### src/rtl/bcd_pkg.sv
// Shared BCD constants, FSM state type and nine's-complement helper
// for the digit-serial BCD adder/subtractor.
package bcd_pkg;

  localparam int BCD_W = 4;
  localparam logic [BCD_W-1:0] BCD_MAX  = 4'd9;
  localparam logic [BCD_W-1:0] BCD_CORR = 4'd6;

  typedef enum logic [1:0] {
    IDLE = 2'd0,
    RUN  = 2'd1,
    DONE = 2'd2
  } state_t;

  // (9 - d) mod 16; invalid digits wrap rather than saturate
  function automatic logic [BCD_W-1:0] nines(
    input logic [BCD_W-1:0] d
  );
    return BCD_MAX - d;
  endfunction

endpackage

### src/rtl/bcd_serial_addsub_if.sv
// Operand/result bundle for bcd_serial_addsub.
// master: start, op, a, b, carry_in -> slave: busy, done, result, carry_out, err.
interface bcd_serial_addsub_if
  import bcd_pkg::*;
#(
  parameter int DIGITS = 4
);

  logic                    start;
  logic                    op;
  logic [BCD_W*DIGITS-1:0] a;
  logic [BCD_W*DIGITS-1:0] b;
  logic                    carry_in;
  logic                    busy;
  logic                    done;
  logic [BCD_W*DIGITS-1:0] result;
  logic                    carry_out;
  logic                    err;

  modport master (
    output start, op, a, b, carry_in,
    input  busy, done, result, carry_out, err
  );

  modport slave (
    input  start, op, a, b, carry_in,
    output busy, done, result, carry_out, err
  );

endinterface

### src/rtl/bcd_digit_adder.sv
// Combinational single-digit decimal adder with +6 correction.
// Ports: a, b, cin in; sum (4b), cout out.
module bcd_digit_adder
  import bcd_pkg::*;
(
  input  logic [BCD_W-1:0] a,
  input  logic [BCD_W-1:0] b,
  input  logic             cin,
  output logic [BCD_W-1:0] sum,
  output logic             cout
);

  logic [BCD_W:0] s;

  assign s    = {1'b0, a} + {1'b0, b}
              + {{BCD_W{1'b0}}, cin};
  assign cout = s > {1'b0, BCD_MAX};
  assign sum  = cout ? s[BCD_W-1:0] + BCD_CORR
                     : s[BCD_W-1:0];

endmodule

### src/rtl/bcd_serial_addsub.sv
// Digit-serial packed-BCD add/subtract, one digit per clock, LSD first.
// Ports: clk, rst_n (async, active-low), bus (slave modport of operand/result bundle).
module bcd_serial_addsub
  import bcd_pkg::*;
#(
  parameter int DIGITS = 4
) (
  input  logic                clk,
  input  logic                rst_n,
  bcd_serial_addsub_if.slave  bus
);

  localparam int W  = BCD_W * DIGITS;
  localparam int IW = (DIGITS > 1) ? $clog2(DIGITS) : 1;
  localparam logic [IW-1:0] LAST = IW'(DIGITS - 1);
  localparam logic [IW-1:0] ONE  = IW'(1);

  state_t          state;
  logic [IW-1:0]   idx;
  logic [W-1:0]    a_q;
  logic [W-1:0]    b_q;
  logic [W-1:0]    res_q;
  logic            op_q;
  logic            cy_q;
  logic            co_q;
  logic            err_q;
  logic            busy_q;
  logic            done_q;

  logic [BCD_W-1:0] d_a;
  logic [BCD_W-1:0] d_braw;
  logic [BCD_W-1:0] d_b;
  logic [BCD_W-1:0] d_sum;
  logic             d_cout;
  logic             err_in;
  logic             accept;

  assign d_a    = a_q[BCD_W*idx +: BCD_W];
  assign d_braw = b_q[BCD_W*idx +: BCD_W];
  assign d_b    = op_q ? nines(d_braw) : d_braw;

  bcd_digit_adder u_dig (
    .a    (d_a),
    .b    (d_b),
    .cin  (cy_q),
    .sum  (d_sum),
    .cout (d_cout)
  );

  always_comb begin
    err_in = 1'b0;
    for (int i = 0; i < DIGITS; i++) begin
      if (bus.a[BCD_W*i +: BCD_W] > BCD_MAX ||
          bus.b[BCD_W*i +: BCD_W] > BCD_MAX)
        err_in = 1'b1;
    end
  end

  assign accept = bus.start &&
                  (state == IDLE || state == DONE);

  always_ff @(posedge clk or negedge rst_n) begin
    if (!rst_n) begin
      state  <= IDLE;
      idx    <= '0;
      a_q    <= '0;
      b_q    <= '0;
      res_q  <= '0;
      op_q   <= 1'b0;
      cy_q   <= 1'b0;
      co_q   <= 1'b0;
      err_q  <= 1'b0;
      busy_q <= 1'b0;
      done_q <= 1'b0;
    end else begin
      unique case (state)
        IDLE, DONE: begin
          done_q <= 1'b0;
          if (accept) begin
            state  <= RUN;
            idx    <= '0;
            a_q    <= bus.a;
            b_q    <= bus.b;
            op_q   <= bus.op;
            // subtract: carry-in of 1 completes ten's complement
            cy_q   <= bus.op ? ~bus.carry_in
                             : bus.carry_in;
            res_q  <= '0;
            err_q  <= err_in;
            busy_q <= 1'b1;
          end else begin
            state <= IDLE;
          end
        end
        RUN: begin
          res_q[BCD_W*idx +: BCD_W] <= d_sum;
          cy_q <= d_cout;
          if (idx == LAST) begin
            state  <= DONE;
            busy_q <= 1'b0;
            done_q <= 1'b1;
            co_q   <= d_cout;
          end else begin
            idx <= idx + ONE;
          end
        end
        default: state <= IDLE;
      endcase
    end
  end

  assign bus.busy      = busy_q;
  assign bus.done      = done_q;
  assign bus.result    = res_q;
  assign bus.carry_out = co_q;
  assign bus.err       = err_q;

endmodule

### src/flat_wrapper.sv
// flat-port wrapper written by rule: the top's interface ports become plain ports
module bcd_serial_addsub_flat import bcd_pkg::*;
#(
  parameter int DIGITS = 4
)
  (clk, rst_n, bus_start, bus_op, bus_a, bus_b, bus_carry_in, bus_busy, bus_done, bus_result, bus_carry_out, bus_err);
  bcd_serial_addsub_if #(.DIGITS(DIGITS)) bus_i ();
  input  logic clk;
  input  logic rst_n;
  input wire logic [$bits(bus_i.start)-1:0] bus_start;
  input wire logic [$bits(bus_i.op)-1:0] bus_op;
  input wire logic [$bits(bus_i.a)-1:0] bus_a;
  input wire logic [$bits(bus_i.b)-1:0] bus_b;
  input wire logic [$bits(bus_i.carry_in)-1:0] bus_carry_in;
  output wire logic [$bits(bus_i.busy)-1:0] bus_busy;
  output wire logic [$bits(bus_i.done)-1:0] bus_done;
  output wire logic [$bits(bus_i.result)-1:0] bus_result;
  output wire logic [$bits(bus_i.carry_out)-1:0] bus_carry_out;
  output wire logic [$bits(bus_i.err)-1:0] bus_err;
  assign bus_i.start = bus_start;
  assign bus_i.op = bus_op;
  assign bus_i.a = bus_a;
  assign bus_i.b = bus_b;
  assign bus_i.carry_in = bus_carry_in;
  assign bus_busy = bus_i.busy;
  assign bus_done = bus_i.done;
  assign bus_result = bus_i.result;
  assign bus_carry_out = bus_i.carry_out;
  assign bus_err = bus_i.err;
  bcd_serial_addsub #(.DIGITS(DIGITS)) u_core (.clk(clk), .rst_n(rst_n), .bus(bus_i));
endmodule
### config.mk
export PLATFORM = sky130hd
export DESIGN_NAME = bcd_serial_addsub_flat
export DESIGN_NICKNAME = d
export VERILOG_FILES = /design/src/rtl/bcd_pkg.sv /design/src/rtl/bcd_serial_addsub_if.sv /design/src/rtl/bcd_digit_adder.sv /design/src/rtl/bcd_serial_addsub.sv /design/src/flat_wrapper.sv
export SDC_FILE = /design/constraint.sdc
export NUM_CORES = 1
export LEC_CHECK = 0
export BUFFER_PORTS_ARGS = -buffer_cell sky130_fd_sc_hd__buf_4
export CAP_MARGIN = 20
export CORE_MARGIN = 3
export CORE_UTILIZATION = 45
export DETAILED_ROUTE_END_ITERATION = 10
export GPL_TIMING_DRIVEN = 1
export PLACE_DENSITY = 0.67
export RECOVER_POWER = 100
export SETUP_SLACK_MARGIN = 0.15
export SYNTH_ARGS = -nofsm -noshare
export SYNTH_HDL_FRONTEND = slang
export SYNTH_SLANG_ARGS = --single-unit
export TNS_END_PERCENT = 20
### constraint.sdc
create_clock -name clk -period 10.65 [get_ports clk]
set_clock_uncertainty 0.2 [all_clocks]
set_input_delay 1.065 -clock clk [delete_from_list [all_inputs] [get_ports clk]]
set_output_delay 1.065 -clock clk [all_outputs]
set_load 0.005 [all_outputs]
-- Word level (Yosys, flattened, before mapping)
Index checks and enable logic that the tools add are counted.
- register bits: 58
- logic and storage cells: 75
- $add $sub $neg: 6
- $lt $le $gt $ge: 9
- eq/ne operators: 6
- shifts and indexed selects: 4
- muxes and demuxes: 23
- bitwise logic cells: 1
- reduce and logical (&&, ||, !) cells: 15
- operators with widths (cell ; count):
    $neg A4 Y34 ; 1
    $shift A4 B34 Y16 const A ; 1
    $shiftx A4 B34 Y16 ; 1
    $gt A4 B4 Y1 const B ; 8
    $pmux W16 S2 ; 1
    $shiftx A16 B5 Y4 ; 2
    $bwmux W16 ; 1
    $mux W16 ; 1
    $mux W1 ; 10
    $mux W4 ; 2
    $pmux W2 S2 ; 2
    $reduce_and A2 Y1 ; 4
    $mux W2 ; 3
    $pmux W1 S2 ; 3
    $reduce_and A3 Y1 ; 2
    $add A4 B4 Y5 ; 1
    $add A5 B1 Y5 ; 1
    $gt A5 B4 Y1 const B ; 1
    $logic_or A1 B1 Y1 ; 5
    $add A4 B3 Y4 const B ; 1
    $eq A2 B2 Y1 const B ; 2
    $ne A2 B1 Y1 const B ; 2
    $sub A4 B4 Y4 const A ; 1
    $add A2 B1 Y2 const B ; 1
    other kinds (7) ; 7

-- Longest topological paths before layout
Gate-level depths: netlist of the first run.
- depth in word-level cells: 10
- depth in mapped cells: 15
- mapped depth without buffers: 14

-- By module
From an unflattened synthesis of the first run, not the netlist that was laid out.
- cells, all modules: 274
- area, all modules: 2834.0 um2
- modules (own cells, without submodules) (module ; times used ; cells each ; area each (um2)):
    bcd_serial_addsub ; 1 ; 252 ; 2622.5
    bcd_digit_adder ; 1 ; 22 ; 211.5

-- Worst setup path after synthesis of the first run
OpenSTA, ideal clock, no wires.
- path type: reg2reg
- start point: register u_core.idx[0]
- end point: register u_core.res_q[10], in the netlist u_core.bus.result[10]
- setup time: 135 ps
- arrival time: 3393 ps
- required time: 10315 ps
- path slack: 6922 ps
- cell stages (with the launch flop): 15
- path buffers: 1
- cells stage by stage: dfrtp_1 > buf_2 > mux4_2 > xnor2_1 > fa_1 > inv_1 > fa_1 > xor2_1 > inv_1 > ha_1 > nand2_1 > nand3b_1 > o31a_1 > a311oi_2 > o21ai_0
- longest elaborated chain between the ends: 10
- RTL lines (what ; line ; source):
    start, declared ; bcd_serial_addsub.sv:19 ; logic [IW-1:0] idx;
    start signal, assigned ; bcd_serial_addsub.sv:104 ; idx <= idx + ONE;
    $shiftx A16 B5 Y4 ; bcd_serial_addsub.sv:39 ; assign d_braw = b_q[BCD_W*idx +: BCD_W];
    $sub A4 B4 Y4 ; bcd_pkg.sv:19 ; return BCD_MAX - d;
    $mux W4 ; bcd_serial_addsub.sv:40 ; assign d_b = op_q ? nines(d_braw) : d_braw;
    $add A4 B4 Y5 ; bcd_digit_adder.sv:15 ; assign s = {1'b0, a} + {1'b0, b}
    $add A5 B1 Y5 ; bcd_digit_adder.sv:16 ; + {{BCD_W{1'b0}}, cin};
    $add A4 B3 Y4 or $gt A5 B4 Y1 (tied branches) ; bcd_digit_adder.sv:18, bcd_digit_adder.sv:17 ;
    $mux W4 ; bcd_digit_adder.sv:18 ; assign sum = cout ? s[BCD_W-1:0] + BCD_CORR
    $shiftx A4 B34 Y16 ; bcd_serial_addsub.sv:96 ; res_q[BCD_W*idx +: BCD_W] <= d_sum;
    $bwmux W16 (*) ; bcd_serial_addsub.sv:96 ;
    $pmux W16 S2 (*) ; bcd_serial_addsub.sv:76 ; unique case (state)
    end signal, assigned by index ; bcd_serial_addsub.sv:96 ;
    end, declared ; bcd_serial_addsub.sv:22 ; logic [W-1:0] res_q;
Mark *: on every way between the ends. The rest lies on a longest branch, timed or not.
A chain may end at the register's enable or synchronous reset.

-- Final worst setup path of the first run
- start point: register u_core.idx[0]
- end point: register u_core.res_q[2], in the netlist u_core.bus.result[2]
Same word-level chain as after synthesis.

==> impl_metrics.yaml, run 1 <==
cts:
  cts_setup_buffers: 0
  max-clock-path-buffers: 2
  cts_resized: 0
  cts.root.buffer_cell: "clkbuf_8"
  post_cts_hold_buffer_count: 0
  clk-insertion-delay-late_ns: 0.33
  path_clk_slew_ns: 0.06
  tritoncts_buffers: 9
  htree_levels: 3
  cts.sink_count: 58
  tritoncts: "done"
yosys:
  postSynth.asyncResetShare_pct: 100
  synth.avg_cell_area_um2: 11.9
  yosys_most_used_dff: "dfrtp_1"
  library_cell_with_the_highest_instance_count_after_synthesis: "dfrtp_1"
  synthDominantAreaCellType: "dfrtp_1"
  synth_edf_count: 0
  synthDistinctLibCells: 35
  ys_top_cells_by_count: "dfrtp_1, mux2_2, nand2_1, o21ai_0, inv_1"
  postSynthCellCount: 242
  netlist_top_cells_area: "dfrtp_1, mux2_2, mux4_2"
  synth_top_cell_area_share_pct: 50.2
  synth_nets: 290
  yosys_warnings: 0
  synth_sequential_area_ratio_pct: 50.2
  netlist_area_pre_place_um2: 2890
  ys_ff_latch: 58
worst_setup_path:
  cp-start-kind: "flip-flop"
  critical_path_peak_fanout: 11
  path_class: "reg2reg"
  crit_required_ns: 10.64
  worst-endpoint-arrival_ns: 4.27
  setup.worst_path.end_class: "flip-flop"
grt:
  first_pass_grt_wire_length_um: 10600
  grt_antenna_before_repair: 0
  groute.layer.met1.usage_pct: 23.1
  tot_gr_track_use_pct: 18.8
  grt.met2_usage_pct: 30.8
  gr-usage-met3_pct: 4.71
  first_global_vias: 2199
  grt_max_degree: 59
  grt_overflow_total: 0
  top_usage_layer: "met2"
sta:
  final-max-slew-violation-count: 98
  timing_hold_violations_final: 0
  post_route_minimum_period_ns: 4.28
  slew-limit-headroom_pct: -99.7
  total_of_endpoints_with_negative_setup_slack_in_the_final_report: 0
  rsz0062_at_grt: "no"
  timing.fmax_mhz: 234
  period_share_pct: 40.2
  timing.setup.tns_ns: 0
  worst_slew_pin_slew_ns: 3.00
detailed_routing:
  vias: 2107
  wire_per_inst_um: 16.2
  drt_pass1_iterations: 4
  remaining_drc_errors: 0
  wirelength_routed_um: 6180
  via_per_inst: 5.53
  drt_iter0_drc: 78
  route.antenna.remaining_nets: 0
floorplanning:
  floorplan.rows: 28
  top_level_ports: 57
  core_region_area_um2: 6060
  die-height_um: 86.1
  initial_utilization_pct: 47.7
  chipWidth_um: 86.1
  die_footprint_um2: 7420
job:
  drv.max_cap_violation_count: 2
status:
  failed_checks: "max-capacitance violations, max-slew violations"
  outcome: "complete, but fails checks"
worst_hold_path:
  hold_class: "reg2reg"
final_layout:
  fraction_of_final_layout_cells_with_drive_strength_greater_than_1_pct: 35.6
  fin_nets: 350
  antenna_cells_inserted: 0
  multi_input_comb_area_um2: 1340
  nFillCells: 528
  area_taken_by_flip_flops_and_latches_um2: 1450
  area_growth_syn_to_layout_pct: 22.9
placed_design:
  post-dp-hpwl_um: 4580
  portBuffers: 56
  place.gp.congestion: 0.812
[per-layer routing]
metal | up-vias | share of wire, %
met5 | - | 0
met4 | 0 | 1.5
met3 | 11 | 5.5
met2 | 63 | 50
met1 | 1043 | 43
li1 | 990 | -
[sequential cells by signal, summed over array words and instances, names as in the netlist]
register	cells
u_core.bus.done	1
u_core.state	2
u_core.idx	2
u_core.cy_q	1
u_core.bus.busy	1
u_core.op_q	1
u_core.b_q	16
u_core.bus.carry_out	1
u_core.a_q	16
u_core.bus.err	1
u_core.bus.result	16
[final timing paths]
path	start	end	slack, ns	cells after the start
worst max-delay path	u_core.idx[0]	u_core.bus.result[2]	6.37	13
worst min-delay path	u_core.bus.result[8]	u_core.bus.result[8]	0.28	2
worst max register to register	u_core.idx[0]	u_core.bus.result[2]	6.37	13
worst min register to register	u_core.bus.result[8]	u_core.bus.result[8]	0.28	2
max in group asynchronous	rst_n	u_core.b_q[1]	7.06	1
min in group asynchronous	rst_n	u_core.state[1]	1.51	1
[layout by cell type (no fill, tap or decap), drive strengths merged, types with 6 or more instances in the layout]
cell type	n
dfrtp	58
clkbuf	36
buf	34
mux2	33
nand2	22
o21ai	22
inv	15
a21oi	9
ha	9
mux4	8
nor2	6
o31ai	6
[through the flow]
stage | cell area [um^2] | util, % | cells | worst slack [ns] | hold slack (ns)
after floorplan | 2890 | - | 242 | 6.92 | 0.273
after global placement | 3380 | 55.7 | 365 | 6.63 | 0.267
after detailed placement | 3380 | 55.7 | 365 | 6.48 | 0.271
after CTS | 3580 | 59.1 | 380 | 6.45 | 0.286
after global routing | 3550 | 58.6 | 381 | 5.93 | 0.298
final | 3550 | 58.6 | 381 | 6.37 | 0.279
[kinds of logic after synthesis]
family	count (synthesis)	synth area share, %
compound gates	51	11.1
xor+xnor	5	1.52
fa+ha+maj	11	5.28
buf+inv	23	3.20
flops	58	50.2
mux	42	19.6
simple gates	52	9.13
[layout make-up]
| class | instances | area share [%] |
|---|---|---|
| multi-input combinational | 161 | 37.6 |
| clock inverter | 2 | 0.987 |
| timing repair buffer | 57 | 11.5 |
| sequential | 58 | 40.9 |
| tap | 75 | 2.64 |
| clock buffer | 13 | 4.76 |
| inverter | 15 | 1.59 |
[worst max-delay path, stage by stage (launching register included)]
cell and delay [ns]:
dfrtp_1 0.71, mux4_2 0.58, xnor2_1 0.21, fa_1 0.25, inv_1 0.07, fa_1 0.43, xor2_1 0.26, inv_1 0.07
ha_1 0.24, a21oi_1 0.14, o21ai_0 0.11, a22o_1 0.24, a311oi_1 0.44, o21ai_0 0.17
Power of run 1 is left out: the tool's default activity adds up to more than one toggle a clock period on the data nets, which glitch-free logic cannot reach.
==> run 2: changes to the inputs <==
--- a/config.mk
+++ b/config.mk
@@ -5,13 +5,14 @@
 export SDC_FILE = /design/constraint.sdc
 export NUM_CORES = 1
 export LEC_CHECK = 0
+export ABC_AREA = 1
 export BUFFER_PORTS_ARGS = -buffer_cell sky130_fd_sc_hd__buf_4
 export CAP_MARGIN = 20
 export CORE_MARGIN = 3
 export CORE_UTILIZATION = 45
 export DETAILED_ROUTE_END_ITERATION = 10
 export GPL_TIMING_DRIVEN = 1
-export PLACE_DENSITY = 0.67
+export PLACE_DENSITY = 0.69
 export RECOVER_POWER = 100
 export SETUP_SLACK_MARGIN = 0.15
 export SYNTH_ARGS = -nofsm -noshare
==> constraint.sdc (replaced) <==
create_clock -name clk -period 3.8 [get_ports clk]
set_clock_uncertainty 0.2 [all_clocks]
set_input_delay 0.38 -clock clk [delete_from_list [all_inputs] [get_ports clk]]
set_output_delay 0.38 -clock clk [all_outputs]
set_load 0.005 [all_outputs]
==> impl_metrics.yaml, run 2 <==
status:
  outcome: "complete, but fails checks"
  failed_checks: "max-capacitance violations, max-slew violations"
final_layout:
  fin_nets: 485
  antenna_cells_inserted: 0
  area_growth_syn_to_layout_pct: 24.4
  fraction_of_final_layout_cells_with_drive_strength_greater_than_1_pct: 24.4
  layout_commonest_cell: "nand2_1"
  layout_common_cells: "nand2_1, dfrtp_1, inv_1"
sta:
  period_share_pct: 92.4
  final-max-slew-violation-count: 61
  timing_hold_violations_final: 0
  post_route_minimum_period_ns: 3.51
  slew-limit-headroom_pct: -38.3
  timing.fmax_mhz: 285
  total_of_endpoints_with_negative_setup_slack_in_the_final_report: 0
  timing.setup.tns_ns: 0
  rsz0062_at_grt: "no"
  worst_slew_pin_slew_ns: 2.07
grt:
  first_global_vias: 2488
  gr-usage-met3_pct: 4.28
  grt.met2_usage_pct: 30.3
  top_usage_layer: "met2"
  first_pass_grt_wire_length_um: 11400
  grt_max_degree: 61
  grt_overflow_total: 0
  grt_antenna_before_repair: 0
  groute.layer.met1.usage_pct: 24.4
  tot_gr_track_use_pct: 18.9
worst_setup_path:
  crit_required_ns: 3.86
  cp-start-kind: "flip-flop"
  beginning_of_the_worst_register_to_register_path: "u_core.idx[1]"
  r2r_setup_slack_ns: 0.29
  worst-endpoint-arrival_ns: 3.57
  crit_buf_inv: 4
  rr_worst_depth: 15
  max_stage_delay_ns: 0.50
  crit_path_cell_trace: "clkinvlp_4, buf_4, a32o_1, fa_1, inv_1, fa_1, inv_1, ha_1, nand2_1, a21boi_2, nand2_1, nand2_4, nand2_2, nand4_2, o21bai_2"
  path_class: "reg2reg"
  setup.worst_path.end_class: "flip-flop"
  critical_path.slowest_cell: "dfrtp_1"
  critical-path-top-delay-family: "adder cells"
  critical_path_peak_fanout: 8
  regToRegEndpoint: "u_core.bus.result[7]"
cts:
  cts.root.buffer_cell: "clkbuf_8"
  max-clock-path-buffers: 2
  clk-insertion-delay-late_ns: 0.33
  tritoncts: "done"
  path_clk_slew_ns: 0.07
  tritoncts_buffers: 9
  cts.sink_count: 58
  htree_levels: 3
job:
  drv.max_cap_violation_count: 1
floorplanning:
  die_footprint_um2: 7850
  top_level_ports: 57
  chipWidth_um: 88.6
  floorplan.rows: 29
  initial_utilization_pct: 47.3
  core_region_area_um2: 6490
  die-height_um: 88.6
yosys:
  netlist_area_pre_place_um2: 3070
  postSynth.asyncResetShare_pct: 100
  yosys_most_used_dff: "dfrtp_1"
  postSynthCellCount: 372
  synth_top_cell_area_share_pct: 47.3
  ys_top_cells_by_count: "nand2_1, dfrtp_1, inv_1"
  netlist_top_cells_area: "dfrtp_1, nand2_1, o21ai_0"
  synth_nets: 420
  library_cell_with_the_highest_instance_count_after_synthesis: "nand2_1"
  yosys_warnings: 0
  synthDistinctLibCells: 41
  synth_edf_count: 0
  synth.avg_cell_area_um2: 8.25
  synthDominantAreaCellType: "dfrtp_1"
  synth_sequential_area_ratio_pct: 47.3
  ys_ff_latch: 58
worst_hold_path:
  hold_end: "u_core.b_q[4]"
  holdCritStartpoint: "bus_b[4]"
  hold_class: "in2reg"
  whs_path_depth: 3
detailed_routing:
  remaining_drc_errors: 0
  route.antenna.remaining_nets: 0
  drt_iter0_drc: 107
  vias: 2635
  via_per_inst: 5.08
  wire_per_inst_um: 13.3
  wirelength_routed_um: 6910
  drt_pass1_iterations: 5
placed_design:
  portBuffers: 56
  place.gp.congestion: 0.831
  post-dp-hpwl_um: 5160
==> run 2: cell count changes after synthesis, sizes merged, moves of 5 or more <==
cell	delta
a22o	-5
nand3	+12
nor2	+12
inv	+39
mux2	-33
mux4	-8
nand2	+93
o31ai	-6
o21ai	+26
==> run 2: cell families (layout without fill, tap and decap cells) <==
family	count (synthesis)	count (layout)	synth area share, %
AOI/OAI and AO/OA	72	72	13.3
and+or+nand+nor	162	162	24.5
buffers and inverters	66	136	9.09
xor gates and xnor gates	3	3	0.856
DFF	58	58	47.3
adders and majority gates	11	11	4.97
==> run 2: how the worst max path moves through the flow <==
stage	startpoint	end	slack, ns	cells past startpoint
floorplan	u_core.idx[0]	u_core.bus.result[9]	0.58	18
global placement	u_core.idx[1]	u_core.bus.result[11]	0.43	19
detailed placement	u_core.idx[1]	u_core.bus.result[11]	0.31	19
CTS	u_core.idx[1]	u_core.bus.result[7]	0.26	19
global route	u_core.idx[1]	u_core.bus.result[10]	0.08	20
finish	u_core.idx[1]	u_core.bus.result[7]	0.29	15
==> run 2: metrics by stage <==
step,setup WS (ns),util [%],area [um^2],hold WS [ns],instances
3_5_place_dp,0.306,54.6,3550,0.265,497
5_1_grt,0.0771,58.8,3820,0.0299,519
6_report,0.287,58.8,3820,0.0327,519
4_1_cts,0.257,58.1,3780,0.0174,514
2_1_floorplan,0.578,-,3070,-0.116,372
3_3_place_gp,0.434,54.6,3550,0.262,497
==> run 2: area by class of cell <==
cell class                 instances  area [um^2]
fill                             605         2680
sequential                        58         1450
multi-input combinational        248         1350
timing repair buffer              65          484
inverter                          54          214
clock buffer                      11          141
tap                               77         96.3
clock inverter                     5         77.6
timing repair inverter             1         5.00
==> run 2: timing repair <==
item	CTS	global route
endpoints found under the setup margin	0	14
gates resized for setup	0	3
hold buffers	1	0
endpoints found under the hold margin	58	0
buffers inserted	0	4
==> run 2: metal layers <==
layer | share of wire, % | wire length, um
met5 | 0 | 0
met4 | 2.7 | 187
met3 | 4.9 | 341
met2 | 47 | 3270
met1 | 45 | 3110
==> run 2: worst reg2reg max path, delay by kind of cell, from the launching register on <==
kind                     cells  cell delay, ns
AND/OR/NAND/NOR              5            0.51
flip-flops                   1            0.50
AO/OA/AOI/OAI                3            0.57
adder cells (fa/ha/maj)      3            1.02
buffers and inverters        4            0.63
Power of run 2 is left out for the same reason.
